### src/rtl/dac_loader.sv
// dac_loader: watches the gain/offset control codes and writes each changed
// channel to the external dual-channel 16-bit DAC as a 24-bit SPI mode-0 frame.
module dac_loader #(
    parameter int unsigned CLK_DIV = 5,
    parameter int unsigned CS_GAP  = 10
) (
    input  logic        clk_100M,
    input  logic        nrst,
    input  logic [15:0] dac_gain,
    input  logic [15:0] dac_offset,
    output logic        dac_sclk,
    output logic        dac_mosi,
    output logic        dac_cs_n,
    output logic        busy,
    output logic        done
);

    localparam int unsigned CODE_W  = 16;
    localparam int unsigned FRAME_W = 24;
    localparam int unsigned BIT_W   = 5;
    localparam int unsigned CNT_MAX = (CLK_DIV > CS_GAP) ? CLK_DIV : CS_GAP;
    localparam int unsigned CNT_W   = (CNT_MAX > 1) ? $clog2(CNT_MAX) : 1;

    localparam logic [1:0] ST_IDLE  = 2'd0;
    localparam logic [1:0] ST_SHIFT = 2'd1;
    localparam logic [1:0] ST_HOLD  = 2'd2;
    localparam logic [1:0] ST_GAP   = 2'd3;

    localparam logic [3:0] CMD_WRITE   = 4'b0011;
    localparam logic [3:0] ADDR_GAIN   = 4'h0;
    localparam logic [3:0] ADDR_OFFSET = 4'h1;

    localparam logic [CNT_W-1:0] DIV_LAST = CNT_W'(CLK_DIV - 1);
    localparam logic [CNT_W-1:0] GAP_LAST = CNT_W'(CS_GAP - 1);
    localparam logic [BIT_W-1:0] TOP_BIT  = BIT_W'(FRAME_W - 1);

    logic [CODE_W-1:0]  samp_gain, samp_offset;
    logic [CODE_W-1:0]  shadow_gain, shadow_offset;
    logic [CODE_W-1:0]  shadow_gain_d, shadow_offset_d;
    logic               force_gain, force_offset;
    logic               force_gain_d, force_offset_d;
    logic               gain_pend_q, offset_pend_q;
    logic               gain_pend_c, offset_pend_c;

    logic [1:0]         state, state_d;
    logic [CNT_W-1:0]   cnt, cnt_d;
    logic [BIT_W-1:0]   bit_cnt, bit_cnt_d;
    logic [FRAME_W-2:0] shreg, shreg_d;
    logic [FRAME_W-1:0] launch_frame;
    logic               sclk_d, mosi_d, cs_n_d, busy_d, done_d;

    // Sample both codes every cycle so stability can be judged over two cycles
    always_ff @(posedge clk_100M or negedge nrst) begin
        if (!nrst) begin
            samp_gain   <= '0;
            samp_offset <= '0;
        end else begin
            samp_gain   <= dac_gain;
            samp_offset <= dac_offset;
        end
    end

    // A channel needs a write when its stable value differs from what was last sent
    always_comb begin
        gain_pend_c   = ((dac_gain == samp_gain) && (samp_gain != shadow_gain)) || force_gain;
        offset_pend_c = ((dac_offset == samp_offset) && (samp_offset != shadow_offset)) || force_offset;
    end

    // Register the pending decision; the FSM launches from these flags
    always_ff @(posedge clk_100M or negedge nrst) begin
        if (!nrst) begin
            gain_pend_q   <= 1'b0;
            offset_pend_q <= 1'b0;
        end else begin
            gain_pend_q   <= gain_pend_c;
            offset_pend_q <= offset_pend_c;
        end
    end

    // State, datapath and output registers
    always_ff @(posedge clk_100M or negedge nrst) begin
        if (!nrst) begin
            state         <= ST_IDLE;
            cnt           <= '0;
            bit_cnt       <= '0;
            shreg         <= '0;
            shadow_gain   <= '0;
            shadow_offset <= '0;
            force_gain    <= 1'b1;
            force_offset  <= 1'b1;
            dac_sclk      <= 1'b0;
            dac_mosi      <= 1'b0;
            dac_cs_n      <= 1'b1;
            busy          <= 1'b0;
            done          <= 1'b0;
        end else begin
            state         <= state_d;
            cnt           <= cnt_d;
            bit_cnt       <= bit_cnt_d;
            shreg         <= shreg_d;
            shadow_gain   <= shadow_gain_d;
            shadow_offset <= shadow_offset_d;
            force_gain    <= force_gain_d;
            force_offset  <= force_offset_d;
            dac_sclk      <= sclk_d;
            dac_mosi      <= mosi_d;
            dac_cs_n      <= cs_n_d;
            busy          <= busy_d;
            done          <= done_d;
        end
    end

    // Next-state and next-output logic: launch, shift, hold, inter-frame gap
    always_comb begin
        state_d         = state;
        cnt_d           = cnt;
        bit_cnt_d       = bit_cnt;
        shreg_d         = shreg;
        shadow_gain_d   = shadow_gain;
        shadow_offset_d = shadow_offset;
        force_gain_d    = force_gain;
        force_offset_d  = force_offset;
        sclk_d          = dac_sclk;
        mosi_d          = dac_mosi;
        cs_n_d          = dac_cs_n;
        busy_d          = busy;
        done_d          = 1'b0;
        launch_frame    = '0;

        case (state)
            ST_IDLE: begin
                if (gain_pend_q || offset_pend_q) begin
                    if (gain_pend_q) begin
                        launch_frame  = {CMD_WRITE, ADDR_GAIN, samp_gain};
                        shadow_gain_d = samp_gain;
                        force_gain_d  = 1'b0;
                    end else begin
                        launch_frame    = {CMD_WRITE, ADDR_OFFSET, samp_offset};
                        shadow_offset_d = samp_offset;
                        force_offset_d  = 1'b0;
                    end
                    shreg_d   = launch_frame[FRAME_W-2:0];
                    mosi_d    = launch_frame[FRAME_W-1];
                    sclk_d    = 1'b0;
                    cs_n_d    = 1'b0;
                    busy_d    = 1'b1;
                    cnt_d     = '0;
                    bit_cnt_d = TOP_BIT;
                    state_d   = ST_SHIFT;
                end
            end
            ST_SHIFT: begin
                if (cnt == DIV_LAST) begin
                    cnt_d = '0;
                    if (!dac_sclk) begin
                        sclk_d = 1'b1;
                    end else begin
                        sclk_d = 1'b0;
                        if (bit_cnt == '0) begin
                            state_d = ST_HOLD;
                        end else begin
                            bit_cnt_d = bit_cnt - BIT_W'(1);
                            mosi_d    = shreg[FRAME_W-2];
                            shreg_d   = {shreg[FRAME_W-3:0], 1'b0};
                        end
                    end
                end else begin
                    cnt_d = cnt + CNT_W'(1);
                end
            end
            ST_HOLD: begin
                if (cnt == DIV_LAST) begin
                    cnt_d   = '0;
                    cs_n_d  = 1'b1;
                    done_d  = 1'b1;
                    mosi_d  = 1'b0;
                    state_d = ST_GAP;
                end else begin
                    cnt_d = cnt + CNT_W'(1);
                end
            end
            ST_GAP: begin
                if (cnt == GAP_LAST) begin
                    cnt_d   = '0;
                    busy_d  = 1'b0;
                    state_d = ST_IDLE;
                end else begin
                    cnt_d = cnt + CNT_W'(1);
                end
            end
            default: begin
                state_d = ST_IDLE;
            end
        endcase
    end

endmodule

### config.mk
export PLATFORM = sky130hd
export DESIGN_NAME = dac_loader
export DESIGN_NICKNAME = d
export VERILOG_FILES = /design/src/rtl/dac_loader.sv
export SDC_FILE = /design/constraint.sdc
export NUM_CORES = 1
export LEC_CHECK = 0
export CORE_UTILIZATION = 50
export DETAILED_ROUTE_END_ITERATION = 16
export GPL_ROUTABILITY_DRIVEN = 0
export GPL_TIMING_DRIVEN = 0
export PLACE_DENSITY = 0.7
export SYNTH_ARGS = -nofsm -noshare
export SYNTH_HDL_FRONTEND = slang
export SYNTH_SLANG_ARGS = --single-unit
### constraint.sdc
create_clock -name clk_100M -period 2.3 [get_ports clk_100M]
set_input_delay 0.345 -clock clk_100M [delete_from_list [all_inputs] [get_ports clk_100M]]
set_output_delay 0.345 -clock clk_100M [all_outputs]
set_load 0.01 [all_outputs]
==> metrics.md <==
| Metric | Value |
|---|---|
| Detailed-route DRC error count | 0 |
| Via count | 3,077 |
| DR vias/cell | ~5.3 |
| Root Driver | clkbuf_8 |
| Final Slew Violations | 0 |
| Slew @ Worst Pin | between 0.6 and 0.7 ns |
| Initial DRC count | 124 |
| Site Rows | 36 |
| Crit end category | register |
| CP Launch Type | register |
| Top post-synthesis cells by count | 104 x dfrtp_1, 48 x xor2_1, 40 x mux2_2 |
| Core area | 0.00973 mm^2 |
| Port Buf Inserts | 38 |
| Status | completed |
| Post-DRT Antenna Nets | 0 |
| HPWL after detailed placement | around 6.7 mm |
| Syn avg cell area | 12.8 um^2 |
| Asr flop ratio synth | 100% |
| Tightest Hold Check Type | input port to register |
| P per Cell Area | 722 mW/mm^2 |
| CTS max path bufs | 2 |
| Layout cells sized above 1 | approximately a fifth |
| Crit path kind | register to register |
| EDFF count, synth | 0 |
| Synth top area share | roughly 52% |
| Antenna diodes | 0 |
| Rel. slew slack | 58.5% |
| Area Growth Syn to Fin | 15.9% |
| Post-Place Setup Slack | -0.104 ns |
| CTS tree | built |
| Worst Path Required | approximately 2.6 ns |
| Final nets | around 500 |
| Initial antenna violation count | 0 |
| Setup WS post-layout | 0.154 ns |
| Synth cell types | 46 |
| Vias in the first global route | 3,141 |
| Fin area | between 0.005 and 0.006 mm^2 |
| Total CTS buffers | 9 |
| Chip width | 102 um |
| Final worst path period share | about 93% |
| DP Area | ~0.0056 mm^2 |
| Worst-path clk slew | roughly 0.10 ns |
| Dominant synthesized flop cell | dfrtp_1 |
| Mapped Area | approximately 0.0050 mm^2 |
| Register bit total from synthesis | 107 |
| Worst-Skew Late Latency | 0.36 ns |
| Wire per inst | ~16 um |
| First-pass GRT wire length | around 16 mm |
| Most common cell in the netlist | dfrtp_1 |
| Hold Vio Cnt, Final | 0 |
| Crit path max fanout | 10 |
| Post-synth top area cell | dfrtp_1 |
| Finished Layout Cells | 581 |
| Initial core utilization | a little over 50% |
| VDD IR max | just under 400 uV |
| RSZ-0062 raised after global routing | false |
| Ranking of synthesized cells by area | dfrtp_1 52%, mux2_2 9.0%, xor2_1 8.4% |
| Die area | a little over 0.01 mm^2 |
| Clk_skew | between 0.01 and 0.015 ns |
| Sequential share of the synthesized area | a little over half |
| Yosys warnings | 0 |
| I/O pins | 39 |
| Arrival time worst endpoint | around 2.4 ns |
| Drt total wl | 9.31 mm |
| Detailed Routing Iterations Pass 1 | 4 |
| DP Cell Count | between 500 and 600 |
| Period minus WS final | around 2.1 ns |
| Max-cap violations | 0 |
| # clock sinks | 107 |
| Pin count of the biggest net entering global routing | 63 |
| Global route total overflow | 0 |
| Fmax | between 400 and 500 MHz |
| Pleak | between 2 and 3 nW |
| # H-tree levels | 3 |
| Die H | between 100 and 150 um |
| Syn_nets | between 400 and 500 |
| Mapped Cells | 390 |
| Finish-stage setup viols | 0 |
| GRT Overall Usage | 20.0% |
| Post-Route Utilization | between 50% and 60% |
==> path summary, 6_finish.rpt <==
path	cells past startpoint	from	slack [ns]	end
worst max-delay path	10	state[0]	0.15	shreg[10]
worst min register to register	1	force_gain	0.50	force_gain
max in group asynchronous	3	nrst	1.00	force_gain
worst max register to register	10	state[0]	0.15	shreg[10]
worst min-delay path	1	dac_gain[0]	0.46	samp_gain[0]
min in group asynchronous	2	nrst	0.53	shreg[19]
==> power by group <==
group	switching, mW	total (mW)	internal, mW	leakage, nW
registers	0.114	2.09	1.98	1.40
logic	0.510	0.967	0.457	1.12
clock network	0.617	1.12	0.499	0.0816
==> per-stage QoR <==
stage	total power [mW]	hold slack [ns]	TNS, ns
detailed placement	3.05	0.407	-0.104
global route	4.41	0.447	0
CTS	4.17	0.443	0
global placement	3.01	0.481	-330.84
finish	4.18	0.461	0
floorplan	2.72	0.0494	0
==> cell type report <==
| cell class | count | area, um^2 |
|---|---|---|
| repair buffers | 43 | 438 |
| multi-input cells | 260 | 2170 |
| clock inverters | 4 | 52.6 |
| flip-flops and latches | 107 | 2680 |
| fillers | 839 | 3950 |
| inverters | 10 | 37.5 |
| clock buffers | 11 | 131 |
| well taps | 133 | 166 |
| plain buffers | 13 | 104 |
==> state kept, by name (all words and copies together), names as in the netlist, 2 cells and up <==
name	cells
shreg	23
shadow_gain	16
state	2
samp_offset	16
cnt	4
samp_gain	16
bit_cnt	5
shadow_offset	16
==> critical path: stages (launching register included) <==
cell     delay [ns]
dfrtp_1        0.43
inv_2          0.08
ha_1           0.21
buf_6          0.14
or3b_1         0.17
buf_6          0.11
nand3_4        0.11
or2_1          0.25
buf_6          0.14
buf_8          0.13
o221a_2        0.26
==> per-layer routing <==
| metal | global-route usage, % | routed length (um) | vias up |
|---|---|---|---|
| li1 | - | - | 1496 |
| met1 | 26.9 | 4420 | 1531 |
| met2 | 33.0 | 4570 | 41 |
| met3 | 2.87 | 195 | 9 |
| met4 | 7.91 | 120 | 0 |
| met5 | 0 | 0 | - |
==> cells by family after synthesis <==
group,share of synthesized area (%)
AOI/OAI and AO/OA,7.43
xor gates and xnor gates,11.2
adders and majority gates,2.51
buffers and inverters,2.83
DFF,53.8
muxes,13.2
and+or+nand+nor,8.98
==> placed cells by master, fill, tap and decap left out, types with 3 or more instances in the layout <==
master / instances
xnor2_1: 16
nor4_1: 12
buf_2: 5
nand2b_1: 3
clkbuf_1: 4
dfrtp_1: 104
buf_4: 4
nand2_1: 30
and2_1: 3
clkbuf_8: 9
inv_1: 9
mux2_2: 40
nand3b_1: 4
a22o_1: 3
clkdlybuf4s50_1: 37
a21oi_1: 7
o21ai_0: 6
clkinvlp_4: 3
nor2_1: 7
ha_1: 10
nor3_1: 3
o221a_2: 15
mux2i_1: 21
nand4_1: 6
xor2_1: 48
dfstp_2: 3
buf_6: 5
==> repair_timing <==
item                                   CTS  global route
buffers inserted                         0             3
resized for setup                        1             1
pin swaps                                0             0
setup endpoints to repair                1            12
endpoints found under the hold margin    5             0
hold buffers                             1             0
No activity file was read; power rests on OpenSTA's default activity.
